===== config.mk =====
export PLATFORM = sky130hd
export DESIGN_NAME = bi_dir_serializer
export DESIGN_NICKNAME = d
export VERILOG_FILES = /design/src/rtl/bi_dir_serializer_pkg.sv /design/src/rtl/bi_dir_serializer_frame_bit_counter.sv /design/src/rtl/bi_dir_serializer.sv
export SDC_FILE = /design/constraint.sdc
export NUM_CORES = 1
export LEC_CHECK = 0
export CORE_UTILIZATION = 46
export DETAILED_ROUTE_END_ITERATION = 8
export PLACE_DENSITY = 0.84
export RECOVER_POWER = 25
export SLEW_MARGIN = 40
export SYNTH_ARGS = -nofsm -noshare
export SYNTH_HDL_FRONTEND = slang
export SYNTH_SLANG_ARGS = --single-unit

===== constraint.sdc =====
create_clock -name clk -period 1.8 [get_ports clk]
set_clock_uncertainty 0.05 [all_clocks]
set_input_delay 0.45 -clock clk [delete_from_list [all_inputs] [get_ports clk]]
set_output_delay 0.45 -clock clk [all_outputs]
set_load 0.03 [all_outputs]

===== src/rtl/bi_dir_serializer_pkg.sv =====
// Shared types and constants for the bi-directional serial link
// (transmit serializer and its matching receive shift register).
package bi_dir_serializer_pkg;

  typedef enum logic {
    IDLE  = 1'b0,
    SHIFT = 1'b1
  } state_t;

  localparam logic DIR_LSB_FIRST = 1'b0;
  localparam logic DIR_MSB_FIRST = 1'b1;

endpackage


===== src/rtl/bi_dir_serializer_frame_bit_counter.sv =====
// Frame bit counter: counts bit positions 0..WIDTH-1 within a frame and flags
// the last position. Shared with the receive side of the link.
module frame_bit_counter #(
  parameter int WIDTH = 4,
  parameter int CNT_W = $clog2(WIDTH)
) (
  input  logic             clk,
  input  logic             rst,
  input  logic             i_clear,
  input  logic             i_enable,
  output logic [CNT_W-1:0] o_cnt,
  output logic             o_tc
);

  logic [CNT_W-1:0] r_cnt;

  always_ff @(posedge clk or negedge rst) begin
    if (!rst) begin
      r_cnt <= '0;
    end else if (i_clear) begin
      r_cnt <= '0;
    end else if (i_enable) begin
      r_cnt <= r_cnt + CNT_W'(1);
    end
  end

  assign o_cnt = r_cnt;
  assign o_tc  = (r_cnt == CNT_W'(WIDTH - 1));

endmodule


===== src/rtl/bi_dir_serializer.sv =====
// Parallel-in, serial-out transmitter with selectable bit order, frame-start and
// last-bit markers, gap-free back-to-back frames and shift_en stalling.
//
//   state | meaning
//   IDLE  | no frame in progress, ready for a word
//   SHIFT | frame being transmitted, one bit per enabled cycle
module bi_dir_serializer
  import bi_dir_serializer_pkg::*;
#(
  parameter int WIDTH = 4
) (
  input  logic             clk,
  input  logic             rst,
  input  logic [WIDTH-1:0] din,
  input  logic             dir,
  input  logic             load_valid,
  output logic             load_ready,
  input  logic             shift_en,
  output logic             serial_out,
  output logic             serial_valid,
  output logic             frame_start,
  output logic             frame_last,
  output logic             busy
);

  localparam int CNT_W = $clog2(WIDTH);

  state_t           r_state;
  state_t           w_state_nxt;
  logic [WIDTH-1:0] r_shreg;
  logic [WIDTH-1:0] w_shreg_nxt;
  logic             r_dir_q;
  logic             w_dir_nxt;
  logic             r_sout;
  logic             w_sout_nxt;
  logic             r_svalid;
  logic             w_svalid_nxt;
  logic             r_fstart;
  logic             w_fstart_nxt;
  logic             r_flast;
  logic             w_flast_nxt;

  logic [CNT_W-1:0] w_cnt;
  logic [CNT_W-1:0] w_cnt_inc;
  logic [CNT_W-1:0] w_nxt_idx;
  logic             w_tc;
  logic             w_cnt_clr;
  logic             w_cnt_en;
  logic             w_load_ready;
  logic             w_accept;

  frame_bit_counter #(
    .WIDTH (WIDTH),
    .CNT_W (CNT_W)
  ) u_bit_cnt (
    .clk      (clk),
    .rst      (rst),
    .i_clear  (w_cnt_clr),
    .i_enable (w_cnt_en),
    .o_cnt    (w_cnt),
    .o_tc     (w_tc)
  );

  // Position of the bit that goes on the wire after the current one.
  assign w_cnt_inc = w_cnt + CNT_W'(1);
  assign w_nxt_idx = (r_dir_q == DIR_MSB_FIRST) ? (CNT_W'(WIDTH - 2) - w_cnt) : w_cnt_inc;

  always_ff @(posedge clk or negedge rst) begin
    if (!rst) begin
      r_state <= IDLE;
    end else begin
      r_state <= w_state_nxt;
    end
  end

  always_comb begin
    w_state_nxt  = r_state;
    w_shreg_nxt  = r_shreg;
    w_dir_nxt    = r_dir_q;
    w_sout_nxt   = r_sout;
    w_svalid_nxt = r_svalid;
    w_fstart_nxt = r_fstart;
    w_flast_nxt  = r_flast;
    w_cnt_clr    = 1'b0;
    w_cnt_en     = 1'b0;

    // Accepting during the last enabled bit chains the next frame with no gap.
    w_load_ready = rst && ((r_state == IDLE) || ((r_state == SHIFT) && w_tc && shift_en));
    w_accept     = load_valid && w_load_ready;

    if (w_accept) begin
      w_state_nxt  = SHIFT;
      w_shreg_nxt  = din;
      w_dir_nxt    = dir;
      w_sout_nxt   = (dir == DIR_MSB_FIRST) ? din[WIDTH-1] : din[0];
      w_svalid_nxt = 1'b1;
      w_fstart_nxt = 1'b1;
      w_flast_nxt  = 1'b0;
      w_cnt_clr    = 1'b1;
    end else if ((r_state == SHIFT) && shift_en) begin
      if (w_tc) begin
        w_state_nxt  = IDLE;
        w_sout_nxt   = 1'b0;
        w_svalid_nxt = 1'b0;
        w_fstart_nxt = 1'b0;
        w_flast_nxt  = 1'b0;
        w_cnt_clr    = 1'b1;
      end else begin
        w_cnt_en     = 1'b1;
        w_sout_nxt   = r_shreg[w_nxt_idx];
        w_fstart_nxt = 1'b0;
        w_flast_nxt  = (w_cnt_inc == CNT_W'(WIDTH - 1));
      end
    end
  end

  always_ff @(posedge clk or negedge rst) begin
    if (!rst) begin
      r_shreg  <= '0;
      r_dir_q  <= DIR_LSB_FIRST;
      r_sout   <= 1'b0;
      r_svalid <= 1'b0;
      r_fstart <= 1'b0;
      r_flast  <= 1'b0;
    end else begin
      r_shreg  <= w_shreg_nxt;
      r_dir_q  <= w_dir_nxt;
      r_sout   <= w_sout_nxt;
      r_svalid <= w_svalid_nxt;
      r_fstart <= w_fstart_nxt;
      r_flast  <= w_flast_nxt;
    end
  end

  assign load_ready   = w_load_ready;
  assign serial_out   = r_sout;
  assign serial_valid = r_svalid;
  assign frame_start  = r_fstart;
  assign frame_last   = r_flast;
  assign busy         = (r_state == SHIFT);

endmodule


# --- After elaboration in Yosys (flattened, before gate mapping) ---
# Cells that the tools add are included.
word_totals:
  regBits: 11
  latchBits: 0
  ramBits: 0
  rom_bits: 0
  out_inout_bits: 6
  elab_cells: 46
  n_memories: 0
op_classes:
  addsub: 2
  mul: 0
  n_div: 0
  n_lt_le_gt_ge: 1
  eq_ne: 2
  shifts: 0
  mux: 23
  bitwise: 1
  reduce_logical: 10
ops:
  columns: ["cell", "count"]
  rows:
  - ["$mux 1", 19]
  - ["$mux 2", 3]
  - ["$reduce_bool 2->1", 3]
  - ["$logic_and 1x1->1", 5]
  - ["$eq 2x2->1 const B", 2]
  - ["$lt 2x3->1 const B", 1]
  - ["$add 2x1->2 const B", 1]
  - ["$bmux 1 s2", 1]
  - ["$reduce_and 2->1", 1]
  - ["$sub 2x2->2 const A", 1]
  - ["$logic_or 1x1->1", 1]
  - ["$not 1->1", 1]

# --- Longest topological paths before layout ---
logic_depth:
  depth_word: 9
  ltp_mapped: 7
  ltp_nobuf: 6

# --- By module ---
# Synthesis repeated with hierarchy kept, for this count alone.
hier_totals:
  cells_unflattened: 51
  area_unflattened_um2: 614.3
modules_own_cells:
  columns: ["mod", "n_inst", "cells_per_inst", "area_each_um2"]
  rows:
  - ["bi_dir_serializer", 1, 44, 525.5]
  - ["frame_bit_counter", 1, 7, 88.8]

# --- Least setup slack after synthesis ---
# OpenSTA, ideal clock, no wires.
synth_timing:
  path_type: "flip-flop to flip-flop"
  from: "register u_bit_cnt.r_cnt[0] (netlist: u_bit_cnt.o_cnt[0])"
  to: "register r_sout (netlist: serial_out)"
  setup_time_ps: 101
  t_arrival_ps: 1514
  t_required_ps: 1649
  path_slack_ps: 135
  path_stages_with_launch: 7
  n_path_buf: 1
  period_less_slack_ps: 1665
  cell_sequence: "dfrtp_1 -> inv_1 -> ha_1 -> buf_2 -> o311ai_0 -> a22oi_1 -> o311ai_2"
synth_via:
  elab_chain_cells: 7
  word_cells_on_any_way: 15
synth_rtl:
  columns: ["item", "line", "rtl"]
  rows:
  - ["start: declaration", "bi_dir_serializer_frame_bit_counter.sv:15", "logic [CNT_W-1:0] r_cnt;"]
  - ["start signal: assignment", "bi_dir_serializer_frame_bit_counter.sv:23", "r_cnt <= r_cnt + CNT_W'(1);"]
  - ["$add 2x1->2 (tied with other cells)", "bi_dir_serializer.sv:65", "assign w_cnt_inc = w_cnt + CNT_W'(1);"]
  - ["$mux 2 or $logic_and 1x1->1 (tied branches)", "bi_dir_serializer.sv:66, bi_dir_serializer.sv:88", null]
  - ["$bmux 1 s2 or $logic_and 1x1->1 (tied branches)", "bi_dir_serializer.sv:110, bi_dir_serializer.sv:88", null]
  - ["$mux 1 (not written as such) or $logic_or 1x1->1 (tied branches)", "bi_dir_serializer.sv:110, bi_dir_serializer.sv:88", null]
  - ["$mux 1 or $logic_and 1x1->1 (tied branches)", "bi_dir_serializer.sv:101, bi_dir_serializer.sv:88", null]
  - ["$mux 1 or $logic_and 1x1->1 (tied branches)", "bi_dir_serializer.sv:100, bi_dir_serializer.sv:89", null]
  - ["$mux 1 or $reduce_bool 2->1 (tied branches)", null, null]
  - ["end signal: assignment", "bi_dir_serializer.sv:128", "r_sout <= w_sout_nxt;"]
  - ["end: declaration", "bi_dir_serializer.sv:34", "logic r_sout;"]
# Several ways; a longest one is shown, not always the timed one. The select of a mux whose other input is x is not followed.
# A chain may end at the register's enable or synchronous reset.

# --- Final worst setup path ---
layout_timing:
  from: "register u_bit_cnt.r_cnt[1] (netlist: u_bit_cnt.o_cnt[1])"
  to: "output load_ready"
layout_via:
  elab_chain_cells: 5
layout_rtl:
  columns: ["item", "line", "rtl"]
  rows:
  - ["$eq 2x2->1", "bi_dir_serializer_frame_bit_counter.sv:28", "assign o_tc = (r_cnt == CNT_W'(WIDTH - 1));"]
  - ["$logic_and 1x1->1 (2 in series)", "bi_dir_serializer.sv:88", "w_load_ready = rst && ((r_state == IDLE) || ((r_state == SHIFT) && w_tc && shift_en));"]
  - ["$logic_or 1x1->1", "bi_dir_serializer.sv:88", null]
  - ["$logic_and 1x1->1", "bi_dir_serializer.sv:88", null]
  - ["end: declaration", "bi_dir_serializer.sv:17", "output logic load_ready,"]
# No other way between the ends.

==> out/metrics.csv <==
stage,metric,value,unit
min_path,timing.hold.worst.class,reg -> reg,
synth,synth_seq_area_share,45.8,%
critical_path,worst-endpoint-required,1300,ps
placed_design,port_buffers,14,
routing,vias,515,
synth,synth-edff-count,0,
clock_tree,clk_root_buffer_cell,sky130_fd_sc_hd__clkbuf_4,
clock_tree,cts_max_path_buffers,2,
routing,wl_per_cell,13.5,um
critical_path,worstPathBufferInverterCount,1,
power_and_ir_drop,power_per_cell_area,1670,mW/mm2
floorplan,dieWidth,38.1,um
critical_path,timing.critical_path.arrival,1360,ps
sta,max-slew-margin-rel,61.6,%
synth,ys.warnings.count,0,
critical_path,critical_path_origin,u_bit_cnt.o_cnt[1],
sta,timing.fmax,538,MHz
sta,period_share,103,%
layout,fillCellCount,79,
critical_path,slowest_cell_on_the_critical_path,sky130_fd_sc_hd__dfrtp_1,
flow_run,max-cap-violations,0,
layout,layoutNonFillerInstCount,97,
floorplan,vert_die_dim,38.1,um
sta,timing_max_transition_violations_final,0,
synth,compound_cell_area_share_of_the_yosys_netlist,17.9,%
synth,syn-mean-instance-area,10.4,um2
routing,drt_pass1_iterations,4,
synth,synth.mux.area_fraction,8.12,%
synth,number_of_nets_in_the_synthesized_netlist,69,
floorplan,core,0.00116,mm2
global_routing,grt_remaining_overflow,0,
floorplan,design.portCount,15,
layout,area_growth_syn_to_layout,42.5,%
critical_path,cell_chain_critical_path,ha_2 -> a21bo_1 -> and2_4 -> buf_6,
synth,synthSimpleGateAreaFrac,17.3,%
placed_design,post_dp_cell_area,787,um2
critical_path,critPathMaxStageDelay,400,ps
sta,post-route-min-period,1860,ps
routing,drt-total-wl,1.31,mm
critical_path,worst_r2r_startpoint,u_bit_cnt.o_cnt[1],
power_and_ir_drop,static_leakage,0.420,nW
sta,fin_worst_setup_slack,-57.2,ps
run_status,violations,negative setup slack,
clock_tree,tritoncts_clock_tree,yes,
placed_design,globalplace.congestion,0.819,
global_routing,globalRouteTotalUtil,21.8,%
critical_path,setup.worst_path.class,reg -> out,
routing,postRouteAntennaNets,0,
sta,totalNegativeSetupSlack,-57.2,ps
synth,synthFlopType,sky130_fd_sc_hd__dfrtp_1,
clock_tree,htree_levels,1,
sta,worst_pin_slew,576,ps
sta,setup_viol,1,
floorplan,starting_utilization_of_the_core_area,51.9,%
clock_tree,clkLatencyLatePin,280,ps
layout,final_area,856,um2
power_and_ir_drop,maximum_vdd_ir_drop,0.000873,V
sta,hold_viol,0,
synth,cell_area_synth,601,um2
floorplan,fp-row-count,12,
synth,synthDistinctLibCells,25,
global_routing,global_route_wire_length_before_repair,1.98,mm
critical_path,timing.critical_path.fanout_max,2,
clock_tree,clkTransAtPathRegs,70,ps
synth,yosys_register_bits,11,
synth,postSynthCellCount,58,
layout,finalCoreUtilization,74.0,%
min_path,worst_hold_startpoint,frame_start,
clock_tree,cts_buf_count,3,
placed_design,hpwlAfterDp,934,um
floorplan,die_area,0.00145,mm2
critical_path,timing.critical_path.from_type,flop,
synth,synth_top_family_by_area,compound AO/OA/AOI/OAI gates,
critical_path,crit_family,flip-flops,
global_routing,grt_pass1_vias,475,
clock_tree,clock_sink_count,11,
layout,antenna_cells_inserted,0,
synth,synthAdderAreaFrac,4.17,%
routing,drc_errors,0,
layout,drive_gt1_share,30.1,%
placed_design,total_placed_cells_including_tap_cells,90,
run_status,run_status,"complete, but fails checks",
critical_path,critical_path.endpoint_type,primary output,
synth,synth-async-reset-ratio,100,%
global_routing,largest_net_degree_at_the_start_of_global_routing,12,
layout,finalNetCount,95,
routing,first_iter_violations,5,
sta,unrepaired_setup_endpoints_after_global_routing,true,
routing,route.detailed.vias_per_inst,5.31,
sta,fin_hold_ws,436,ps
synth,yosys.area_share.xor_xnor,0,%
global_routing,initial_antenna_violation_count,0,
==> registers in the layout, indices dropped and copies added, names as in the netlist <==
register         count
u_bit_cnt.o_cnt      2
serial_out           1
r_shreg              4
r_dir_q              1
frame_start          1
frame_last           1
serial_valid         1
==> final timing paths <==
| check | end | cells past startpoint | slack [ps] |
|---|---|---|---|
| min reg2reg | frame_start | 1 | 440 |
| max reg2reg | serial_out | 8 | 90 |
| min | frame_start | 1 | 440 |
| max in group asynchronous | frame_start | 2 | 590 |
| max | load_ready | 4 | -60 |
| min in group asynchronous | r_dir_q | 2 | 720 |
==> cell usage in the layout (no fill, tap or decap), types with 2 or more instances in the layout <==
cell type,netlist,final
sky130_fd_sc_hd__a21oi_1,2,2
sky130_fd_sc_hd__buf_4,1,10
sky130_fd_sc_hd__clkbuf_1,0,2
sky130_fd_sc_hd__clkbuf_4,0,3
sky130_fd_sc_hd__clkdlybuf4s50_1,0,6
sky130_fd_sc_hd__dfrtp_1,11,11
sky130_fd_sc_hd__dlygate4sd2_1,0,3
sky130_fd_sc_hd__dlymetal6s2s_1,0,3
sky130_fd_sc_hd__inv_1,3,2
sky130_fd_sc_hd__mux2_2,3,3
sky130_fd_sc_hd__nand2_1,10,10
sky130_fd_sc_hd__nand3_1,3,3
sky130_fd_sc_hd__nand3b_1,2,2
sky130_fd_sc_hd__o211ai_1,3,3
sky130_fd_sc_hd__o21ai_0,3,3
sky130_fd_sc_hd__o311ai_1,0,2
==> power by group <==
part / internal [W] / switching (W)
registers: 0.000363 / 0.0000978
logic: 0.000403 / 0.000400
clock network: 0.0000859 / 0.0000837
==> kinds of logic (layout without fill, tap and decap cells) <==
family	after synthesis	after routing
simple gates	20	20
compound gates	14	14
flops	11	11
buf+inv	7	32
mux	4	4
fa+ha+maj	2	2
==> cell usage after synthesis, types with 2 or more instances <==
cell,number,area (um2)
sky130_fd_sc_hd__inv_1,3,11.3
sky130_fd_sc_hd__nand3_1,3,15.0
sky130_fd_sc_hd__nand3b_1,2,15.0
sky130_fd_sc_hd__dfrtp_1,11,275
sky130_fd_sc_hd__o311ai_0,2,17.5
sky130_fd_sc_hd__ha_1,2,25.0
sky130_fd_sc_hd__o211ai_1,3,22.5
sky130_fd_sc_hd__mux2_2,3,33.8
sky130_fd_sc_hd__nand2_1,10,37.5
sky130_fd_sc_hd__o21ai_0,3,15.0
sky130_fd_sc_hd__a21oi_1,2,10.0
==> timing repair <==
action / CTS / global route
endpoints found under the setup margin: 3 / 5
buffers inserted: 2 / 1
pin swaps: 1 / 3
endpoints found under the hold margin: 0 / 0
gates resized for setup: 5 / 8
hold buffers: 0 / 0
==> stage by stage <==
| step | setup slack, ps | total power (W) |
|---|---|---|
| after floorplan | 135 | 0.000936 |
| after global placement | -104 | 0.00114 |
| after detailed placement | -117 | 0.00118 |
| after CTS | -79.9 | 0.00137 |
| after global routing | -92.6 | 0.00153 |
| final | -57.2 | 0.00143 |
==> per-layer routing <==
layer	GRT usage, %	wire length (um)	vias to the layer above
li1	-	-	256
met1	25.3	560	237
met2	36.0	656	17
met3	3.49	60	5
met4	16.1	35	0
met5	0	0	-
==> cell type report <==
type                            count  area [um2]  area share, %
Multi-Input combinational cell     40         302           35.2
Sequential cell                    11         275           32.2
Timing Repair Buffer               25         224           26.2
Clock buffer                        4        26.3           3.07
Tap cell                           14        17.5           2.05
Inverter                            3        11.3           1.32
No activity file was read; power rests on OpenSTA's default activity.
